**config.mk**
```make
export PLATFORM = sky130hd
export DESIGN_NAME = pc_sequencer
export DESIGN_NICKNAME = d
export VERILOG_FILES = /design/src/rtl/pc_sequencer.sv
export SDC_FILE = /design/constraint.sdc
export NUM_CORES = 1
export LEC_CHECK = 0
export ABC_AREA = 1
export BUFFER_PORTS_ARGS = -buffer_cell sky130_fd_sc_hd__buf_2
export CORE_UTILIZATION = 40
export DETAILED_ROUTE_END_ITERATION = 12
export HOLD_SLACK_MARGIN = 0.02
export SYNTH_ARGS = -nofsm -noshare
export SYNTH_HDL_FRONTEND = slang
export SYNTH_SLANG_ARGS = --single-unit
```
**constraint.sdc**
```tcl
create_clock -name clk -period 3.8 [get_ports clk]
set_input_delay 0.38 -clock clk [delete_from_list [all_inputs] [get_ports clk]]
set_output_delay 0.38 -clock clk [all_outputs]
set_load 0.05 [all_outputs]
```
**src/rtl/pc_sequencer.sv**
```systemverilog
// pc_sequencer: registered program counter with next-PC selection,
// stall, registered redirect pulse and a return-address checker stack.
//
// Ports:
//   clk, reset                  clock and synchronous active-high reset
//   stall                       hold PC and stack, suppress pulses
//   jump_valid/link/field       J/JAL pseudo-direct jump, JAL pushes
//   branch_taken/offset         taken branch, signed word offset
//   jr_valid/is_return/target   JR/JALR, returns pop and compare
//   pc, pc_plus4                current PC and its sequential successor
//   redirect                    one cycle after a non-sequential load
//   ras_mismatch/underflow      one cycle after a bad/empty return
//   ras_empty                   stack holds no entries
module pc_sequencer #(
  parameter int          ADDR_W    = 32,
  parameter int          JUMP_W    = 26,
  parameter int          OFFS_W    = 16,
  parameter int          RAS_DEPTH = 4,
  parameter logic [31:0] RESET_PC  = 32'h0000_0000
) (
  input  logic              clk,
  input  logic              reset,
  input  logic              stall,
  input  logic              jump_valid,
  input  logic              jump_link,
  input  logic [JUMP_W-1:0] jump_field,
  input  logic              branch_taken,
  input  logic [OFFS_W-1:0] branch_offset,
  input  logic              jr_valid,
  input  logic              jr_is_return,
  input  logic [ADDR_W-1:0] jr_target,
  output logic [ADDR_W-1:0] pc,
  output logic [ADDR_W-1:0] pc_plus4,
  output logic              redirect,
  output logic              ras_mismatch,
  output logic              ras_underflow,
  output logic              ras_empty
);

  localparam int PTR_W = $clog2(RAS_DEPTH);
  localparam int CNT_W = PTR_W + 1;
  localparam logic [ADDR_W-1:0] RST_PC = ADDR_W'(RESET_PC);
  localparam logic [CNT_W-1:0] FULL = CNT_W'(RAS_DEPTH);

  logic [ADDR_W-1:0] ras_mem [RAS_DEPTH];
  logic [PTR_W-1:0]  top;
  logic [PTR_W-1:0]  top_inc;
  logic [PTR_W-1:0]  top_dec;
  logic [CNT_W-1:0]  cnt;

  logic [ADDR_W-1:0] boff;
  logic [ADDR_W-1:0] branch_tgt;
  logic [ADDR_W-1:0] jump_tgt;
  logic [ADDR_W-1:0] jr_tgt;
  logic [ADDR_W-1:0] pc_next;
  logic              any_redirect;
  logic              push;
  logic              pop_req;
  logic              pop;
  logic              top_differs;

  assign pc_plus4 = pc + ADDR_W'(4);

  assign boff = {{(ADDR_W-OFFS_W){branch_offset[OFFS_W-1]}},
                 branch_offset} << 2;

  assign branch_tgt = pc_plus4 + boff;

  assign jump_tgt = {pc_plus4[ADDR_W-1:JUMP_W+2],
                     jump_field, 2'b00};

  assign jr_tgt = jr_target & ~ADDR_W'(3);

  always_comb begin
    pc_next = pc_plus4;
    if (jr_valid)
      pc_next = jr_tgt;
    else if (branch_taken)
      pc_next = branch_tgt;
    else if (jump_valid)
      pc_next = jump_tgt;
  end

  assign any_redirect = jr_valid | branch_taken | jump_valid;

  assign ras_empty = (cnt == '0);
  assign top_inc   = top + 1'b1;
  assign top_dec   = top - 1'b1;

  // a JAL that lost priority to JR or a branch never links
  assign push = ~stall & jump_valid & jump_link
              & ~jr_valid & ~branch_taken;

  assign pop_req = ~stall & jr_valid & jr_is_return;
  assign pop     = pop_req & ~ras_empty;

  assign top_differs = (ras_mem[top] != jr_tgt);

  always_ff @(posedge clk) begin
    if (reset) begin
      pc            <= RST_PC;
      top           <= '0;
      cnt           <= '0;
      redirect      <= 1'b0;
      ras_mismatch  <= 1'b0;
      ras_underflow <= 1'b0;
    end else begin
      redirect      <= ~stall & any_redirect;
      ras_mismatch  <= pop & top_differs;
      ras_underflow <= pop_req & ras_empty;
      if (!stall)
        pc <= pc_next;
      if (push) begin
        top <= top_inc;
        if (cnt != FULL)
          cnt <= cnt + 1'b1;
      end else if (pop) begin
        top <= top_dec;
        cnt <= cnt - 1'b1;
      end
    end
  end

  // when full, top+1 is the oldest slot, so it is simply overwritten
  always_ff @(posedge clk) begin
    if (!reset && push)
      ras_mem[top_inc] <= pc_plus4;
  end

endmodule

```
# Yosys cells after proc, flatten, opt, wreduce, memory -nomap -nowiden
# Memories as Yosys holds them, arrays and structs flattened. A register that Yosys moved wholly into a read port is not among the register bits.
# Index checks and enable logic that the tools add are counted.
# Widths: inputs -> output; s select.
[totals] register_bits=40 latchBits=0 ram_bits=128 romBits=0 n_memories=1
[classes] add_sub_neg=6 mul=0 div_mod_pow=0 n_lt_le_gt_ge=0 n_eq_ne=3 n_shift=0 mux=12 n_bitwise=16 n_reduce_logical=5
[mem_list] name="ras_mem" depth=4 word_bits=32 rd=1 rd_ports_with_merged_regs=1 wr=1 line="45" rtl="logic [ADDR_W-1:0] ras_mem [RAS_DEPTH];"
[op_table] operator="$mux 32" count=2
[op_table] operator="$add 32x3->32 const B" count=1
[op_table] operator="$add 32x32->32" count=1
[op_table] operator="$ne 32x32->1" count=1
[op_table] operator="$mux 28" count=1
[op_table] operator="$and 1x1->1" count=10
[op_table] operator="$mux 3" count=3
[op_table] operator="$mux 2" count=4
[op_table] operator="$not 1->1" count=4
[op_table] operator="$add 3x1->3 const B" count=1
[op_table] operator="$logic_not 3->1" count=1
[op_table] operator="$ne 3x3->1 const B" count=1
[op_table] operator="$sub 3x1->3 const B" count=1
[op_table] operator="$add 2x1->2 const B" count=1
[op_table] operator="$mux 1" count=2
[op_table] operator="$ne 2x1->1 const B" count=1
[op_table] operator="$or 1x1->1" count=2
[op_table] operator="$reduce_and 2->1" count=1
[op_table] operator="$reduce_bool 2->1" count=1
[op_table] operator="$sub 2x1->2 const B" count=1
[op_table] operator="$logic_and 1x1->1" count=1
[op_table] operator="$logic_not 1->1" count=1

# Depth between registers and ports, before layout
# Gate-level depths: netlist (run 1).
[logic_depth] ltp_word=8 mapped_depth=23

# Least setup slack after synthesis (run 1)
# Ideal clock, no wire load.
[synth_timing] path_kind="flip-flop to flip-flop" startpoint="reg pc[2]" endpoint="reg pc[20]" setup_time_ps=114 arrival_ps=3648 setup_slack_ps=39 stages_incl_launch_ff=19 path_cell_list="dfxtp_1 -> ha_1 -> nand2_1 -> inv_1 -> nand2_1 -> nor2_4 -> xor2_1 -> ha_1 -> nand2_1 -> nor2_1 -> nand3_1 -> nand3_1 -> nand2_1 -> nand2_1 -> or2_0 -> nand2_1 -> nand2_1 -> nand2_1 -> nand2_1"
[synth_via] elab_chain_cells=4 word_cells_on_any_way=5
[synth_rtl] item="start: declaration" line="32" rtl="output logic [ADDR_W-1:0] pc,"
[synth_rtl] item="start signal: assignment" line="112" rtl="pc <= pc_next;"
[synth_rtl] item="$add 32x3->32" line="62" rtl="assign pc_plus4 = pc + ADDR_W'(4);"
[synth_rtl] item="named net pc_plus4[8]" line="33" rtl="output logic [ADDR_W-1:0] pc_plus4,"
[synth_rtl] item="$add 32x32->32" line="67" rtl="assign branch_tgt = pc_plus4 + boff;"
[synth_rtl] item="$mux 32" line="78" rtl="else if (branch_taken)"
[synth_rtl] item="$mux 32" line="76" rtl="if (jr_valid)"
# The timed path passes the listed nets, and every way through them passes these cells.
# A chain may end at the register's enable or synchronous reset.

# Final worst setup path (run 1)
[layout_timing] startpoint="reg pc[3]" endpoint="reg pc[28]"
[layout_via] elab_chain_cells=4
[layout_rtl] item="$add 32x3->32 (*)" line="62"
[layout_rtl] item="$add 32x32->32" line="67"
[layout_rtl] item="$mux 32 (*)" line="78"
[layout_rtl] item="$mux 32 (*)" line="76"
# Mark *: on every way between the ends. The rest lies on a longest branch, timed or not.

==> results of run 1 <==
==> routing by layer <==
| layer | track usage | share of wire |
|---|---|---|
| met3 | 0.0470 | 0.084 |
| met4 | 0.0990 | 0.032 |
| met1 | 0.379 | 0.44 |
| met2 | 0.430 | 0.45 |
| met5 | 0 | 0 |
==> cell type report <==
type,instances,share of cell area
well taps,330,0.0341
multi-input cells,1070,0.429
clock buffers,17,0.0351
flip-flops and latches,160,0.364
clock inverters,15,0.0137
repair buffers,164,0.0722
diodes,1,0.000207
inverters,167,0.0520
==> state kept, by name (all words and copies together) (netlist names), named ones only <==
register       count
cnt                3
ras_underflow      1
ras_mismatch       1
pc                30
ras_mem          120
top                2
redirect           1
==> cells in the mapped netlist (all sizes together) <==
cell type / n
nand2: 527
o21ai: 39
xnor2: 7
o22ai: 5
inv: 166
nand3: 135
a21oi: 53
nand3b: 5
o2111ai: 2
a211oi: 1
ha: 40
a21boi: 2
or2: 3
o32ai: 1
o21bai: 5
edfxtp: 120
nor3: 15
conb: 1
a221oi: 2
dfxtp: 40
nand2b: 2
fa: 2
buf: 27
o211ai: 6
nand4: 15
or3: 1
xor2: 32
nor2: 162
clkinv: 1
and2: 3
clkbuf: 16
a31oi: 1
==> where the power goes <==
part / leakage, nW / switching, W / total, W / internal, W
Sequential: 1.42 / 0.0000512 / 0.00197 / 0.00192
Clock: 0.282 / 0.000792 / 0.00173 / 0.000937
Combinational: 4.04 / 0.000822 / 0.00112 / 0.000299
Total: 5.75 / 0.00167 / 0.00482 / 0.00316
==> cells by family after synthesis <==
family	synth area share
AO/OA/AOI/OAI	0.0629
AND/OR/NAND/NOR	0.347
flip-flops	0.423
adder cells (fa/ha/maj)	0.0520
other	0.000360
buffers and inverters	0.0820
XOR/XNOR	0.0328
==> stage by stage <==
step / hold WS [ns] / instance area [µm²]
final: 0.209 / 12100
after detailed placement: 0.488 / 11500
after global routing: 0.215 / 12100
after CTS: 0.195 / 12100
after floorplan: 0.458 / 10400
after global placement: 0.480 / 11500
==> worst reg2reg max path: stages (launching register included) <==
cell	delay [ns]
sky130_fd_sc_hd__dfxtp_1	0.40
sky130_fd_sc_hd__ha_1	0.27
sky130_fd_sc_hd__nand2_1	0.11
sky130_fd_sc_hd__nor2_2	0.23
sky130_fd_sc_hd__nand2_1	0.20
sky130_fd_sc_hd__xor2_1	0.31
sky130_fd_sc_hd__inv_1	0.19
sky130_fd_sc_hd__ha_1	0.38
sky130_fd_sc_hd__nand2_1	0.18
sky130_fd_sc_hd__inv_1	0.06
sky130_fd_sc_hd__a21oi_1	0.21
sky130_fd_sc_hd__nand3_1	0.21
sky130_fd_sc_hd__nand2_1	0.15
sky130_fd_sc_hd__nand3_1	0.08
sky130_fd_sc_hd__nand2_1	0.06
sky130_fd_sc_hd__nand3_1	0.18
sky130_fd_sc_hd__nand3_1	0.12
sky130_fd_sc_hd__nand2_1	0.07
sky130_fd_sc_hd__nand2_1	0.06
==> cells in the final DEF, fill, tap and decap left out, types with 11 or more instances in the layout <==
cell / instances
sky130_fd_sc_hd__nor3_1: 15
sky130_fd_sc_hd__nand2_1: 519
sky130_fd_sc_hd__nand4_1: 14
sky130_fd_sc_hd__inv_1: 158
sky130_fd_sc_hd__edfxtp_1: 120
sky130_fd_sc_hd__buf_4: 21
sky130_fd_sc_hd__nor2_1: 144
sky130_fd_sc_hd__nor2_2: 11
sky130_fd_sc_hd__xor2_1: 32
sky130_fd_sc_hd__clkbuf_16: 17
sky130_fd_sc_hd__buf_2: 143
sky130_fd_sc_hd__a21oi_1: 52
sky130_fd_sc_hd__o21ai_0: 33
sky130_fd_sc_hd__dfxtp_1: 39
sky130_fd_sc_hd__ha_1: 40
sky130_fd_sc_hd__nand3_1: 134
==> worst max-delay path by stage <==
stage / startpoint / end
floorplan: pc[2] / pc[20]
finish: pc[3] / pc[28]
CTS: pc[3] / pc[20]
global route: pc[3] / pc[28]
global placement: pc[3] / pc[20]
detailed placement: pc[3] / pc[20]
==> out/qor.yml, run 1 <==
outcome:
  outcome: "completed"
global_route:
  globalRouteTotalUtil: 0.275
  grt_antenna_before_repair: 1
  grt_overflow: 0
  maximum_number_of_pins_on_one_net_before_global_route_repair: 61
  first_global_vias: 9088
  wire_length_of_the_first_global_routing_pass_um: 53400
final_layout:
  syn2layout_area_growth_pct: 16.3
  regArea_um2: 4410
  drive_above_1_share: 0.148
  utilization: 0.478
  multiInputGateArea_um2: 5190
  final_nets: 1704
  count_of_placed_standard_cells_in_the_final_layout_fillers_left_out: 1924
  fillerInstances: 2597
worst_setup_path:
  path_depth: 18
  criticalPathCategory: "flop to flop"
  r2r.worst_path.cells: 18
  rr_startpoint: "pc[3]"
  worst_setup_path_start_kind: "flop"
  cp_top_family: "simple AND/OR/NAND/NOR gates"
  maximum_fanout_encountered_on_the_critical_timing_path: 6
  crit_chain: "ha_1, nand2_1, nor2_2, nand2_1, xor2_1, inv_1, ha_1, nand2_1, inv_1, a21oi_1, nand3_1, nand2_1, nand3_1, nand2_1, nand3_1, nand3_1, nand2_1, nand2_1"
  crit_end_category: "flop"
  critical_path_required_ns: 4.18
  worst_ep_arrival_time_ns: 3.91
  worstPathBufferInverterCount: 2
  r2r_slack_ns: 0.27
  cpMostUsedCell: "sky130_fd_sc_hd__nand2_1"
  slowest_stage: "sky130_fd_sc_hd__dfxtp_1"
  regToRegEndpoint: "pc[28]"
  max_stage_delay_ns: 0.40
clock_network:
  postCtsSetupBuffers: 0
  clk-insertion-delay-late_ns: 0.43
  largest_buffer_count_on_any_clock_path: 2
  cts_tree: "yes"
  hold_bufs_at_cts: 0
  numClockSinks: 160
  cts_buffers: 17
  clk_root_buffer_cell: "sky130_fd_sc_hd__clkbuf_16"
  cts_resized: 0
  clkSlewWorstSetupHoldPaths_ns: 0.07
  cts_htree_levels: 4
die:
  fp.dieH_um: 163
  floorplan.rows: 58
  die_w_um: 163
  floorplan.die_area_um2: 26700
  floorplan.initialDensity: 0.411
  placeableCoreArea_um2: 25300
  io-pin-count: 150
sta:
  timing.final.setup_violations: 0
  setup_repair_after_global_routing_missed_its_margin: "false"
  hold_viol: 0
  worst_slew_margin_rel: 0.371
  final_max_slew_viol_count: 0
  finalSetupTns_ns: 0
  finalCritPeriodShare: 0.929
  post_route_skew_ns: 0.0130
  final_period_minus_worst_setup_slack_ns: 3.53
  max_freq_mhz: 283
  postLayoutSetupSlackWorst_ns: 0.269
  tightestPinTransition_ns: 0.942
yosys:
  synthDominantCellAreaShare: 0.346
  yosysTopAreaCell: "sky130_fd_sc_hd__edfxtp_1"
  synthCells: 1437
  synth.yosys.warnings: 0
  synth.ff_latch_count: 160
  netlist_area_um2: 10400
  ys_top_cells_by_area: "sky130_fd_sc_hd__edfxtp_1, sky130_fd_sc_hd__nand2_1, sky130_fd_sc_hd__dfxtp_1"
  syn_area_per_cell_um2: 7.24
  synth.yosys.seq_area_share: 0.423
  synthDistinctLibCells: 47
detailed_routing:
  wl_per_cell_um: 18.9
  detail_route.vias_per_cell: 5.20
  detailroute.via_count: 9999
  drt_pass1_iterations: 5
  drt_wl_total_um: 36300
  antenna_left: 0
  drcViolationCount: 0
  drtIter0Drc: 900
flow_run:
  timing.max_cap.violations: 0
place:
  placed_insts: 1891
  place_congestion: 0.958
  port-buffer-count: 143
  hpwlAfterDp_um: 27600
  pre_cts_ws_ns: 0.316
hold_path:
  hp-class: "primary input to flop"
  min-delay-start: "reset"
  min_delay_path_depth: 2
  holdPathEnd: "top[1]"
power:
  power_w: 0.00482
  peak_supply_drop_uv: 225
  power.leakage_nw: 5.75
  power_density_nw_per_um2: 398
(Power assumes the default switching activity.)
==> inputs of run 2 (changes only) <==
--- a/config.mk
+++ b/config.mk
@@ -10,6 +10,7 @@
 export CORE_UTILIZATION = 40
 export DETAILED_ROUTE_END_ITERATION = 12
 export HOLD_SLACK_MARGIN = 0.02
+export SETUP_SLACK_MARGIN = 0.3
 export SYNTH_ARGS = -nofsm -noshare
 export SYNTH_HDL_FRONTEND = slang
 export SYNTH_SLANG_ARGS = --single-unit
==> out/qor.yml, run 2 (same netlist as run 1, synthesis figures left out) <==
sta:
  final_period_minus_worst_setup_slack_ns: 3.33  # -0.203 ns
  worst_hold_slack_ns: 0.208  # -0.000865 ns
  post_route_skew_ns: 0.0138  # +0.000740 ns
  postLayoutSetupSlackWorst_ns: 0.471  # +0.203 ns
  finalCritPeriodShare: 0.876  # -0.0534
  worst_slew_margin_rel: 0.330  # -0.0418
  tightestPinTransition_ns: 1.00  # +0.0626 ns
  setup_repair_after_global_routing_missed_its_margin: "true"
  finalSetupTns_ns: 0  # unchanged
  timing.final.setup_violations: 0  # unchanged
  hold_viol: 0  # unchanged
  max_freq_mhz: 300  # +6.1%
  final_max_slew_viol_count: 0  # unchanged
die:
  floorplan.rows: 58  # unchanged
  die_w_um: 163  # unchanged
  placeableCoreArea_um2: 25300  # unchanged
  fp.dieH_um: 163  # unchanged
  io-pin-count: 150  # unchanged
  floorplan.die_area_um2: 26700  # unchanged
  floorplan.initialDensity: 0.411  # unchanged
power:
  peak_supply_drop_uv: 280  # +24%
  power_w: 0.00488  # +1.2%
  power_density_nw_per_um2: 400  # +0.34%
  power.leakage_nw: 5.76  # +0.12%
worst_setup_path:
  worst_setup_path_start_kind: "flop"
  crit_end_category: "flop"
  criticalPathCategory: "flop to flop"
  worst_ep_arrival_time_ns: 3.66  # -0.25 ns
  maximum_fanout_encountered_on_the_critical_timing_path: 7  # +1
  r2r_slack_ns: 0.47  # +0.20 ns
  critical_path_required_ns: 4.13  # -0.05 ns
detailed_routing:
  detailroute.via_count: 10050  # +0.51%
  antenna_left: 0  # unchanged
  wl_per_cell_um: 18.8  # -0.36%
  drtIter0Drc: 962  # +6.9%
  drt_pass1_iterations: 5  # unchanged
  drcViolationCount: 0  # unchanged
  detail_route.vias_per_cell: 5.23  # +0.56%
  drt_wl_total_um: 36100  # -0.41%
clock_network:
  largest_buffer_count_on_any_clock_path: 2  # unchanged
  hold_bufs_at_cts: 0  # unchanged
  clk_root_buffer_cell: "sky130_fd_sc_hd__clkbuf_16"
  cts_htree_levels: 4  # unchanged
  clk-insertion-delay-late_ns: 0.44  # about the same
  cts_buffers: 17  # unchanged
  cts_tree: "yes"
  numClockSinks: 160  # unchanged
  clkSlewWorstSetupHoldPaths_ns: 0.07  # about the same
global_route:
  layer_carrying_the_most_global_route_usage: "met2"
  globalRouteTotalUtil: 0.272  # -0.00236
  wire_length_of_the_first_global_routing_pass_um: 52600  # -1.5%
  grt.met3_usage: 0.0358  # -0.0112
  grt_antenna_before_repair: 0  # -1
  grt_overflow: 0  # unchanged
  first_global_vias: 8821  # -2.9%
  maximum_number_of_pins_on_one_net_before_global_route_repair: 61  # unchanged
  gr-usage-met2: 0.416  # -0.0143
  grtUsageMet1: 0.384  # +0.00466
place:
  hpwlAfterDp_um: 27200  # -1.3%
  placed_insts: 1889  # -0.11%
  port-buffer-count: 143  # unchanged
  pre_cts_ws_ns: 0.361  # +0.0448 ns
  place_congestion: 0.938  # -2.1%
final_layout:
  final_nets: 1704  # unchanged
  largest-register: "ras_mem"
  largest_register_ffs: 120  # unchanged
  syn2layout_area_growth_pct: 17.3
  mostFrequentLayoutCell: "sky130_fd_sc_hd__nand2_1"
  largestRegisters: "ras_mem: 120 flops, pc: 30 flops, cnt: 3 flops"
  drive_above_1_share: 0.163  # +0.0151
  diodes: 0  # -1
  count_of_placed_standard_cells_in_the_final_layout_fillers_left_out: 1923  # -0.052%
  highest_count_cells_in_the_layout_ignoring_fill_and_taps: "sky130_fd_sc_hd__nand2_1, sky130_fd_sc_hd__inv_1, sky130_fd_sc_hd__nor2_1, sky130_fd_sc_hd__buf_2, sky130_fd_sc_hd__nand3_1"
  fillerInstances: 2518  # -3.0%
outcome:
  outcome: "completed"
flow_run:
  timing.max_cap.violations: 0  # unchanged
hold_path:
  hp-class: "primary input to flop"
run 2: layout make-up:
type	instances	area, µm²	share of cell area
Clock buffer	18	429	0.0352
Clock inverter	14	168	0.0137
Multi-Input combinational cell	1070	5280	0.433
Inverter	167	633	0.0519
Timing Repair Buffer	164	873	0.0715
Sequential cell	160	4410	0.361
Tap cell	330	413	0.0338
run 2: worst max-delay path: stages, from the launching register on:
cell and delay (ns):
sky130_fd_sc_hd__dfxtp_1 0.40, sky130_fd_sc_hd__ha_2 0.26, sky130_fd_sc_hd__nand2_1 0.11, sky130_fd_sc_hd__inv_1 0.10, sky130_fd_sc_hd__nand2_1 0.09, sky130_fd_sc_hd__nor2_4 0.26, sky130_fd_sc_hd__nand3_1 0.12, sky130_fd_sc_hd__nand2_1 0.10
sky130_fd_sc_hd__inv_2 0.12, sky130_fd_sc_hd__ha_1 0.38, sky130_fd_sc_hd__nand2_1 0.14, sky130_fd_sc_hd__nor2_1 0.24, sky130_fd_sc_hd__inv_1 0.10, sky130_fd_sc_hd__nor3_2 0.19, sky130_fd_sc_hd__nand3_1 0.16, sky130_fd_sc_hd__nand3_1 0.11
sky130_fd_sc_hd__nand2_1 0.05, sky130_fd_sc_hd__nand3_1 0.11, sky130_fd_sc_hd__nand2_1 0.07, sky130_fd_sc_hd__nand2_1 0.07, sky130_fd_sc_hd__nand2_1 0.05
run 2: what timing repair did:
action	4_1_cts	5_1_grt
hold endpoints to repair	0	0
resized for setup	0	24
endpoints found under the setup margin	0	20
setup buffers	0	2
run 2: power breakdown:
group | internal, W | switching [W]
Sequential | 0.00192 | 0.0000522
Combinational | 0.000306 | 0.000829
Clock | 0.000994 | 0.000778
run 2: per-stage QoR:
stage                      util  area, µm²
after floorplan               -      10400
after CTS                 0.478      12100
after global routing      0.482      12200
final                     0.482      12200
after global placement    0.454      11500
after detailed placement  0.454      11500
run 2: path summary, 6_finish.rpt:
path | cells past startpoint | from | endpoint
max | 20 | pc[3] | pc[24]
min | 2 | reset | top[1]
max reg2reg | 20 | pc[3] | pc[24]
min reg2reg | 2 | cnt[2] | cnt[2]
run 2: per-layer routing:
| metal | up-vias | routed length, µm |
|---|---|---|
| li1 | 4913 | - |
| met1 | 4607 | 15700 |
| met3 | 59 | 3160 |
| met2 | 471 | 16000 |
| met5 | - | 0 |
| met4 | 0 | 1250 |
==> inputs of run 3 (changes only) <==
--- a/config.mk
+++ b/config.mk
@@ -5,9 +5,9 @@
 export SDC_FILE = /design/constraint.sdc
 export NUM_CORES = 1
 export LEC_CHECK = 0
-export ABC_AREA = 1
 export BUFFER_PORTS_ARGS = -buffer_cell sky130_fd_sc_hd__buf_2
 export CORE_UTILIZATION = 40
+export CTS_CLUSTER_SIZE = 25
 export DETAILED_ROUTE_END_ITERATION = 12
 export HOLD_SLACK_MARGIN = 0.02
 export SETUP_SLACK_MARGIN = 0.3
==> out/qor.yml, run 3 <==
final_layout:
  mostFrequentLayoutCell: "sky130_fd_sc_hd__buf_2"
  drive_above_1_share: 0.337  # +0.174
  largest-register: "ras_mem"
  syn2layout_area_growth_pct: 26.0
  final_nets: 1120  # -34%
  multiInputGateArea_um2: 5130  # -3.0%
  regArea_um2: 4470  # +1.3%
  utilization: 0.515  # +0.0330
  largestRegisters: "ras_mem: 120 flops, pc: 30 flops, cnt: 3 flops"
  largest_register_ffs: 120  # unchanged
  fillerInstances: 2049  # -19%
  highest_count_cells_in_the_layout_ignoring_fill_and_taps: "sky130_fd_sc_hd__buf_2, sky130_fd_sc_hd__edfxtp_1, sky130_fd_sc_hd__nand2_1, sky130_fd_sc_hd__nor2_1, sky130_fd_sc_hd__a21oi_1"
power:
  power_w: 0.00487  # -0.12%
  power_density_nw_per_um2: 417  # +4.3%
  peak_supply_drop_uv: 212  # -25%
  power.leakage_nw: 4.62  # -20%
global_route:
  grt_overflow: 0  # unchanged
  globalRouteTotalUtil: 0.252  # -0.0204
  maximum_number_of_pins_on_one_net_before_global_route_repair: 48  # -21%
  grt_antenna_before_repair: 2  # +2
  first_global_vias: 7038  # -20%
  wire_length_of_the_first_global_routing_pass_um: 43400  # -17%
yosys:
  ys_top_cells_by_area: "sky130_fd_sc_hd__edfxtp_1, sky130_fd_sc_hd__dfxtp_1, sky130_fd_sc_hd__mux4_2"
  yosysMostFrequentCell: "sky130_fd_sc_hd__edfxtp_1"
  syn_area_per_cell_um2: 11.3  # +56%
  yosysTopAreaCell: "sky130_fd_sc_hd__edfxtp_1"
  synth.ff_latch_count: 160  # unchanged
  synthDominantCellAreaShare: 0.388  # +0.0418
  synthCells: 822  # -43%
  netlist_area_um2: 9280  # -11%
  ys_async_sr_fraction: 0  # unchanged
  synth.yosys.warnings: 0  # unchanged
  synth_top_cells_by_count: "sky130_fd_sc_hd__edfxtp_1, sky130_fd_sc_hd__nand2_1, sky130_fd_sc_hd__nor2_1"
  synthDistinctLibCells: 74  # +57%
  synth.yosys.seq_area_share: 0.474  # +0.0511
  synth_edf_count: 120  # unchanged
  synth-main-ff-cell: "sky130_fd_sc_hd__edfxtp_1"
detailed_routing:
  detailroute.via_count: 7444  # -26%
  antenna_left: 0  # unchanged
  detail_route.vias_per_cell: 5.74  # +9.9%
  drtIter0Drc: 646  # -33%
  drt_pass1_iterations: 5  # unchanged
  drt_wl_total_um: 29700  # -18%
  drcViolationCount: 0  # unchanged
  wl_per_cell_um: 22.9  # +22%
place:
  hpwlAfterDp_um: 21900  # -20%
  place_congestion: 0.905  # -3.5%
  port-buffer-count: 143  # unchanged
  pre_cts_ws_ns: 0.185  # -0.176 ns
outcome:
  outcome: "completed"
sta:
  post_route_skew_ns: 0.0147  # +0.000965 ns
  setup_repair_after_global_routing_missed_its_margin: "true"
  finalCritPeriodShare: 0.905  # +0.0295
  timing.final.setup_violations: 0  # unchanged
  hold_viol: 0  # unchanged
  postLayoutSetupSlackWorst_ns: 0.359  # -0.112 ns
  final_period_minus_worst_setup_slack_ns: 3.44  # +0.112 ns
  worst_hold_slack_ns: 0.260  # +0.0522 ns
  max_freq_mhz: 291  # -3.3%
  finalSetupTns_ns: 0  # unchanged
  worst_slew_margin_rel: 0.480  # +0.150
  tightestPinTransition_ns: 0.781  # -0.224 ns
  final_max_slew_viol_count: 0  # unchanged
flow_run:
  timing.max_cap.violations: 0  # unchanged
worst_setup_path:
  critical_path_required_ns: 4.19  # +0.06 ns
  worst_ep_arrival_time_ns: 3.83  # +0.17 ns
  worst_setup_path_start_kind: "flop"
  crit_end_category: "flop"
  criticalPathCategory: "flop to flop"
  maximum_fanout_encountered_on_the_critical_timing_path: 6  # -1
die:
  fp.dieH_um: 154  # -5.5%
  placeableCoreArea_um2: 22700  # -10%
  floorplan.rows: 55  # -5.2%
  floorplan.die_area_um2: 23800  # -11%
  io-pin-count: 150  # unchanged
  floorplan.initialDensity: 0.409  # -0.00202
  die_w_um: 154  # -5.5%
clock_network:
  numClockSinks: 160  # unchanged
  hold_bufs_at_cts: 0  # unchanged
  largest_buffer_count_on_any_clock_path: 2  # unchanged
  cts_tree: "yes"
  clk_root_buffer_cell: "sky130_fd_sc_hd__clkbuf_16"
  clkSlewWorstSetupHoldPaths_ns: 0.07  # about the same
  cts_buffers: 17  # unchanged
  clk-insertion-delay-late_ns: 0.44  # about the same
  cts_htree_levels: 4  # unchanged
hold_path:
  hp-class: "primary input to flop"
run 3: cell count changes after synthesis, sizes merged, moves of 10 or more:
cell,delta
nand2,-458
inv,-152
nand3,-115
nor2,-102
xnor2,+51
mux4,+30
mux2i,+26
buf,-16
a211oi,+14
a21o,+12
clkbuf,+11
nand2b,+10
run 3: kinds of logic after synthesis:
logic type	count (synthesis)	share of synthesized area
compound gates	186	0.129
xor+xnor	81	0.0772
fa+ha+maj	42	0.0582
buf+inv	53	0.0235
flops	160	0.474
mux	59	0.104
other cells	1	0.000404
simple gates	240	0.133
run 3: final cells by class:
type                    count  share of cell area
multi-input cells         612               0.438
flip-flops and latches    160               0.382
repair buffers            190              0.0935
clock buffers              21              0.0394
well taps                 285              0.0305
clock inverters            11              0.0111
inverters                  15             0.00481
diodes                      2            0.000428
run 3: timing repair:
| item | in CTS | in global routing |
|---|---|---|
| pin swaps | 2 | 4 |
| gates cloned | 0 | 0 |
| buffers inserted | 2 | 3 |
| resized for setup | 4 | 18 |
| endpoints found under the setup margin | 6 | 13 |
run 3: final timing paths:
path,startpoint,to,depth (start not counted),slack [ns]
worst max-delay path,pc[2],pc[24],12,0.36
worst min register to register,pc[14],pc[14],1,0.51
worst max register to register,pc[2],pc[24],12,0.36
worst min-delay path,jr_target[17],pc[17],3,0.26
run 3: critical path, stage by stage, from the launching register on:
cell                      delay, ns
sky130_fd_sc_hd__dfxtp_4       0.39
sky130_fd_sc_hd__ha_4          0.15
sky130_fd_sc_hd__and4_4        0.27
sky130_fd_sc_hd__and2_1        0.18
sky130_fd_sc_hd__nand2_1       0.14
sky130_fd_sc_hd__xnor2_4       0.16
sky130_fd_sc_hd__ha_1          0.44
sky130_fd_sc_hd__nand4_1       0.24
sky130_fd_sc_hd__o41ai_2       0.42
sky130_fd_sc_hd__a31oi_1       0.22
sky130_fd_sc_hd__o31ai_1       0.30
sky130_fd_sc_hd__xor2_1        0.29
sky130_fd_sc_hd__a41o_1        0.20
run 3: per-stage QoR:
stage | instance area (µm²) | cells
after floorplan | 9730 | 825
after global placement | 11000 | 1257
after detailed placement | 11000 | 1257
after CTS | 11600 | 1291
after global routing | 11700 | 1296
final | 11700 | 1296
run 3: per-layer routing:
metal	global-route usage	up-vias	routed length (µm)
met1	0.354	3665	13300
met5	0	-	0
li1	-	3470	-
met2	0.391	273	13700
met3	0.0448	36	1890
met4	0.0910	0	717
run 3: report_power, final:
part / internal [W] / switching [W] / total, W
logic: 0.000403 / 0.000742 / 0.00114
registers: 0.00193 / 0.0000665 / 0.00199
clock network: 0.00101 / 0.000730 / 0.00174
